--- src/rtl/i2c_hub_arb.sv ---
// N-port I2C hub: the first upstream master to issue a START owns the
// downstream pads until STOP; includes input filtering and stuck-bus recovery.
module i2c_hub_arb #(
    parameter int N_UP        = 5,
    parameter int FILT_LEN    = 3,
    parameter int TIMEOUT_CYC = 100000,
    localparam int OW = (N_UP > 1) ? $clog2(N_UP) : 1,
    localparam int TW = (TIMEOUT_CYC > 0) ? $clog2(TIMEOUT_CYC + 1) : 1
) (
    input  logic            clk,
    input  logic            rst_n,
    input  logic [N_UP-1:0] up_en,
    input  logic [N_UP-1:0] up_scl_t,
    input  logic [N_UP-1:0] up_sda_t,
    input  logic [N_UP-1:0] up_scl_i,
    input  logic [N_UP-1:0] up_sda_i,
    output logic [N_UP-1:0] up_scl_o,
    output logic [N_UP-1:0] up_sda_o,
    output logic            dn_scl_t,
    output logic            dn_sda_t,
    output logic            dn_scl_o,
    output logic            dn_sda_o,
    input  logic            dn_scl_i,
    input  logic            dn_sda_i,
    output logic [OW-1:0]   owner,
    output logic            busy_up,
    output logic            busy_ext,
    output logic            timeout_stb,
    output logic [1:0]      fsm_state
);
    localparam int CW = $clog2(FILT_LEN + 1);

    typedef enum logic [1:0] {IDLE = 2'd0, OWN = 2'd1, EXT = 2'd2, RECOVER = 2'd3} state_t;
    state_t state;

    // Line index 0 is SCL, 1 is SDA.
    logic [1:0]         sync1, sync2, filt, filt_nxt;
    logic [1:0][CW-1:0] fcnt, fcnt_nxt;
    logic               fscl, fsda, fscl_q, fsda_q;
    logic               start_ev, stop_ev, scl_edge;

    always_comb begin
        filt_nxt = filt;
        fcnt_nxt = '0;
        for (int l = 0; l < 2; l++) begin
            if (sync2[l] != filt[l]) begin
                if (fcnt[l] == CW'(FILT_LEN - 1)) filt_nxt[l] = sync2[l];
                else fcnt_nxt[l] = fcnt[l] + 1'b1;
            end
        end
    end

    always_ff @(posedge clk or negedge rst_n) begin
        if (!rst_n) begin
            sync1  <= '1;
            sync2  <= '1;
            filt   <= '1;
            fcnt   <= '0;
            fscl_q <= 1'b1;
            fsda_q <= 1'b1;
        end else begin
            sync1  <= {dn_sda_i, dn_scl_i};
            sync2  <= sync1;
            filt   <= filt_nxt;
            fcnt   <= fcnt_nxt;
            fscl_q <= filt[0];
            fsda_q <= filt[1];
        end
    end

    assign fscl     = filt[0];
    assign fsda     = filt[1];
    assign start_ev = fscl_q & fscl & fsda_q & ~fsda;
    assign stop_ev  = fscl_q & fscl & ~fsda_q & fsda;
    // Edge seen at the filter update so the count restarts on the same clock.
    assign scl_edge = filt_nxt[0] != filt[0];

    assign up_scl_o  = {N_UP{fscl}};
    assign up_sda_o  = {N_UP{fsda}};
    assign dn_scl_o  = 1'b0;
    assign dn_sda_o  = 1'b0;
    assign fsm_state = state;

    // Open-drain decode: only t=0 with i=0 pulls the line low.
    logic [N_UP-1:0] scl_drv, sda_drv, req;
    logic            req_any;
    logic [OW-1:0]   req_idx;

    assign scl_drv = ~up_scl_t & ~up_scl_i;
    assign sda_drv = ~up_sda_t & ~up_sda_i;
    assign req     = up_en & sda_drv & ~scl_drv;

    always_comb begin
        req_any = 1'b0;
        req_idx = '0;
        for (int k = N_UP - 1; k >= 0; k--) begin
            if (req[k]) begin
                req_any = 1'b1;
                req_idx = OW'(k);
            end
        end
    end

    // After reset no grant until the filtered bus has read idle long enough.
    logic          armed;
    logic [CW-1:0] hold_cnt;

    always_ff @(posedge clk or negedge rst_n) begin
        if (!rst_n) begin
            armed    <= 1'b0;
            hold_cnt <= '0;
        end else if (!armed) begin
            if (fscl && fsda) begin
                if (hold_cnt == CW'(FILT_LEN - 1)) armed <= 1'b1;
                else hold_cnt <= hold_cnt + 1'b1;
            end else begin
                hold_cnt <= '0;
            end
        end
    end

    logic [TW-1:0] to_cnt;
    logic          to_hit;
    logic          counting;

    assign counting = (state == OWN) || (state == EXT);
    assign to_hit   = (TIMEOUT_CYC != 0) && (to_cnt == TW'(TIMEOUT_CYC));

    always_ff @(posedge clk or negedge rst_n) begin
        if (!rst_n) begin
            state       <= IDLE;
            owner       <= '0;
            busy_up     <= 1'b0;
            busy_ext    <= 1'b0;
            dn_scl_t    <= 1'b1;
            dn_sda_t    <= 1'b1;
            timeout_stb <= 1'b0;
            to_cnt      <= '0;
        end else begin
            timeout_stb <= 1'b0;
            if (scl_edge || !counting) to_cnt <= '0;
            else if (to_cnt != {TW{1'b1}}) to_cnt <= to_cnt + 1'b1;

            case (state)
                IDLE: begin
                    if (start_ev) begin
                        state    <= EXT;
                        busy_ext <= 1'b1;
                    end else if (armed && req_any && fscl && fsda) begin
                        state    <= OWN;
                        owner    <= req_idx;
                        busy_up  <= 1'b1;
                        dn_scl_t <= 1'b1;
                        dn_sda_t <= 1'b0;
                    end
                end
                OWN: begin
                    if (to_hit) begin
                        state       <= RECOVER;
                        busy_up     <= 1'b0;
                        dn_scl_t    <= 1'b1;
                        dn_sda_t    <= 1'b1;
                        timeout_stb <= 1'b1;
                    end else if (stop_ev) begin
                        state    <= IDLE;
                        busy_up  <= 1'b0;
                        dn_scl_t <= 1'b1;
                        dn_sda_t <= 1'b1;
                    end else begin
                        dn_scl_t <= ~scl_drv[owner];
                        dn_sda_t <= ~sda_drv[owner];
                    end
                end
                EXT: begin
                    if (to_hit) begin
                        state       <= RECOVER;
                        busy_ext    <= 1'b0;
                        timeout_stb <= 1'b1;
                    end else if (stop_ev) begin
                        state    <= IDLE;
                        busy_ext <= 1'b0;
                    end
                end
                RECOVER: begin
                    if (fscl && fsda && !(|(up_en & (scl_drv | sda_drv)))) state <= IDLE;
                end
                default: state <= IDLE;
            endcase
        end
    end
endmodule

--- config.mk ---
export PLATFORM = sky130hd
export DESIGN_NAME = i2c_hub_arb
export DESIGN_NICKNAME = d
export VERILOG_FILES = /design/src/rtl/i2c_hub_arb.sv
export SDC_FILE = /design/constraint.sdc
export NUM_CORES = 1
export LEC_CHECK = 0
export CAP_MARGIN = 20
export CORE_MARGIN = 5
export CORE_UTILIZATION = 51
export DETAILED_ROUTE_END_ITERATION = 10
export GPL_TIMING_DRIVEN = 0
export PLACE_DENSITY = 0.89
export SLEW_MARGIN = 40
export SYNTH_ARGS = -nofsm -noshare
export SYNTH_HDL_FRONTEND = slang
export SYNTH_SLANG_ARGS = --single-unit
--- constraint.sdc ---
create_clock -name clk -period 2.9 [get_ports clk]
set_clock_uncertainty 0.2 [all_clocks]
set_input_delay 0.435 -clock clk [delete_from_list [all_inputs] [get_ports clk]]
set_output_delay 0.435 -clock clk [all_outputs]
set_load 0.02 [all_outputs]
==> metrics, run 1 <==
status completed; most common cell in the netlist dfrtp_1; total grt overflow 0; worst-margin pin slew 0.620 ns; total core area 0.00469 sq mm; Post-DP HPWL 4020 um; io pins 51; total CTS buffers 5; Die H 79.1 um; Slew Viols, Final 0; first-pass GRT wire length 8960 um; number of synthesized register bits 42; vias in the first global route 2,012; min-delay src sync1[0]; CTS tree done; Setup TNS 0 ns; Slowest cell on crit path dfrtp_1; Final Hold Viols 0; fin crit share 94.7%; area grow syn2layout 29.6%; die area 0.00626 sq mm; Routed WL 5370 um; Seq/Total Area, Yosys 43.7%; Yosys top cell area share 32.9%; Post-DRT Antenna Nets 0; Clock Path Buffers 2; cell area after synthesis 0.00244 sq mm; Hold Crit Class flip-flop to flip-flop; Worst slew margin 58.4%; post-synthesis area per instance 9.98 sq um; CP dominant cell by count and4_1; Static Leakage 1.32 nW; num rows 25; Syn Inst Count 244; drt wl/cell 15.1 um; post-synth top area cell dfrtp_1; TritonRoute pass-1 iters 4; Final min period 2.75 ns; asr flop ratio synth 100%; fraction of layout cells with a size suffix above 1 17.5%; CP max FO 7; drt first-iter violations 60; CP Class flip-flop to flip-flop; PortBufs 48; H-tree levels 2; Initial Utilization 51.9%; Root Buffer clkbuf_8; RSZ-0062 raised after global routing false; via count 2,050; Synth top cells by count dfrtp_1, nor2_1, a21oi_1, nor3_1, o21ai_0; clk_lat worst skew 0.29 ns; vias per cell 5.74; largest net degree at the start of global routing 43; Max Freq 0.364 GHz; final setup violation count 0; r2r worst-path depth 10; top_reg_cell synth dfrtp_1; r2r endpoint to_cnt[12]; Worst VDD drop 0.708 mV; initial antenna violation count 0; reg2reg start to_cnt[11]; max incr delay on CP 0.44 ns; crit path DAT 2.71 ns; top cells by area, synth dfrtp_1, dfstp_2, ha_1; drt drc 0; Antenna Cells 0; routability cong. 0.864; Hold Crit Depth 0; number of synthesized flops with an enable pin 0; area post-placement 0.00299 sq mm; CP cell instances and4_1 > and3_1 > and4_1 > ha_1 > clkbuf_1 > nand2b_1 > nor4_2 > nand3_1 > xor2_1 > nor2_1; Startpoint Class flip-flop; Reg2Reg Setup Slack 0.15 ns; max-cap violation count 0; Critical Path Sink Type flip-flop; total power 0.00254 W; # clock sinks 42; net total in the final layout 340; post-route cell area 0.00316 sq mm; Cell variety after synth 62; Worst EP required 2.86 ns; Die Span X 79.1 um; clock transition at the registers of the reported paths 0.08 ns; pwr dens 803 mW/mm^2; Hold Crit Endpoint sync2[0]; Global Route Usage Sum 18.0%; Fill cells 366; Yosys warning count 0
[cell type report]
cell class	count	area (sq um)	area share [%]
multi-input combinational	177	1250	39.6
sequential	42	1060	33.7
clock inverter	3	68.8	2.18
inverter	12	45.0	1.43
clock buffer	5	68.8	2.18
timing repair buffer	50	495	15.7
buffer	14	97.6	3.09
tap	54	67.6	2.14
[registers in the layout (all words and copies together) (netlist names)]
name         flops
to_cnt          17
fcnt             4
owner            3
filt             2
fsm_state        2
hold_cnt         2
sync1            2
sync2            2
armed            1
busy_ext         1
busy_up          1
dn_scl_t         1
dn_sda_t         1
fscl_q           1
fsda_q           1
timeout_stb      1
[layer usage]
layer / part of all wire [%] / vias up / global-route usage, %
met4: 2.1 / 0 / 7.04
met5: 0 / - / 0
met1: 40 / 985 / 20.7
met2: 52 / 69 / 32.2
li1: - / 982 / -
met3: 6.3 / 14 / 4.08
[cell families (layout without fill, tap and decap cells)]
| group | after synthesis | count (layout) | synth area share [%] |
|---|---|---|---|
| simple gates | 93 | 93 | 22.7 |
| compound gates | 54 | 54 | 15.6 |
| flops | 42 | 42 | 43.7 |
| buf+inv | 26 | 84 | 5.85 |
| xor+xnor | 12 | 12 | 4.31 |
| fa+ha+maj | 9 | 9 | 4.62 |
| mux | 7 | 7 | 3.08 |
| other cells | 1 | 2 | 0.154 |
[critical path, delay by kind of cell, from the launching register on]
kind	cells	cell delay, ns
DFF	1	0.44
and+or+nand+nor	7	1.45
adders and majority gates	1	0.19
xor gates and xnor gates	1	0.15
buffers and inverters	1	0.18
[power by group]
part	internal (W)	switching, W	leakage (nW)	total, W
Sequential	0.000735	0.000124	0.537	0.000858
Clock	0.000345	0.000203	0.0683	0.000548
Combinational	0.000526	0.000605	0.714	0.00113
Total	0.00161	0.000932	1.32	0.00254
[repair_timing]
action / 4_1_cts / 5_1_grt
resized for setup: 0 / 3
endpoints found under the setup margin: 0 / 8
hold endpoints to repair: 32 / 0
buffers inserted: 0 / 1
hold buffers: 1 / 0
[worst max path at each step]
stage,start,endpoint,slack [ns],depth (start not counted)
finish,to_cnt[11],to_cnt[12],0.15,10
global route,to_cnt[3],to_cnt[10],0.04,10
CTS,to_cnt[3],to_cnt[12],0.03,10
detailed placement,to_cnt[3],to_cnt[14],0.07,10
global placement,to_cnt[12],to_cnt[14],0.16,10
floorplan,to_cnt[12],to_cnt[12],0.43,10
[layout by cell type, fill, tap and decap left out, types with 2 or more instances in the layout]
| cell | netlist | final |
|---|---|---|
| o21ai_0 | 13 | 13 |
| and2_1 | 2 | 2 |
| inv_1 | 12 | 12 |
| ha_1 | 9 | 9 |
| buf_4 | 10 | 12 |
| a31o_2 | 2 | 2 |
| nor4_2 | 1 | 2 |
| mux2_1 | 2 | 2 |
| nor3b_1 | 2 | 2 |
| nor4bb_1 | 3 | 3 |
| conb_1 | 1 | 2 |
| clkdlybuf4s50_1 | 0 | 47 |
| a21oi_1 | 13 | 13 |
| dfrtp_1 | 32 | 32 |
| xnor2_1 | 3 | 3 |
| or3b_1 | 3 | 3 |
| and4_1 | 3 | 3 |
| nand4_1 | 6 | 6 |
| mux2i_1 | 3 | 3 |
| nor2_1 | 23 | 23 |
| nand2_1 | 10 | 10 |
| nand2b_1 | 3 | 3 |
| nor2_4 | 2 | 2 |
| dfstp_2 | 10 | 10 |
| nand3_1 | 4 | 4 |
| xor2_1 | 9 | 9 |
| nor2_2 | 2 | 2 |
| clkbuf_8 | 0 | 5 |
| or3_1 | 4 | 4 |
| bufinv_16 | 0 | 2 |
| o21ai_1 | 6 | 6 |
| clkbuf_1 | 3 | 3 |
| nor3_1 | 13 | 12 |
| o22ai_1 | 3 | 3 |
| mux2_2 | 2 | 2 |
[metrics by stage]
step                      hold WS [ns]  std cells  util [%]  setup WS [ns]
after floorplan                -0.0606        245         -          0.432
after global placement           0.147        347      63.7          0.159
after detailed placement         0.148        347      63.6         0.0658
after CTS                        0.159        356      66.8         0.0263
after global routing             0.168        357      67.3         0.0421
final                            0.158        357      67.3          0.154
No activity file was read; power rests on OpenSTA's default activity.
==> run 2, diff against run 1 <==
--- a/config.mk
+++ b/config.mk
@@ -5,6 +5,7 @@
 export SDC_FILE = /design/constraint.sdc
 export NUM_CORES = 1
 export LEC_CHECK = 0
+export ABC_AREA = 0
 export CAP_MARGIN = 20
 export CORE_MARGIN = 5
 export CORE_UTILIZATION = 51
==> results of run 2 <==
Same layout as run 1: the final DEF is identical, and so are final timing and power.
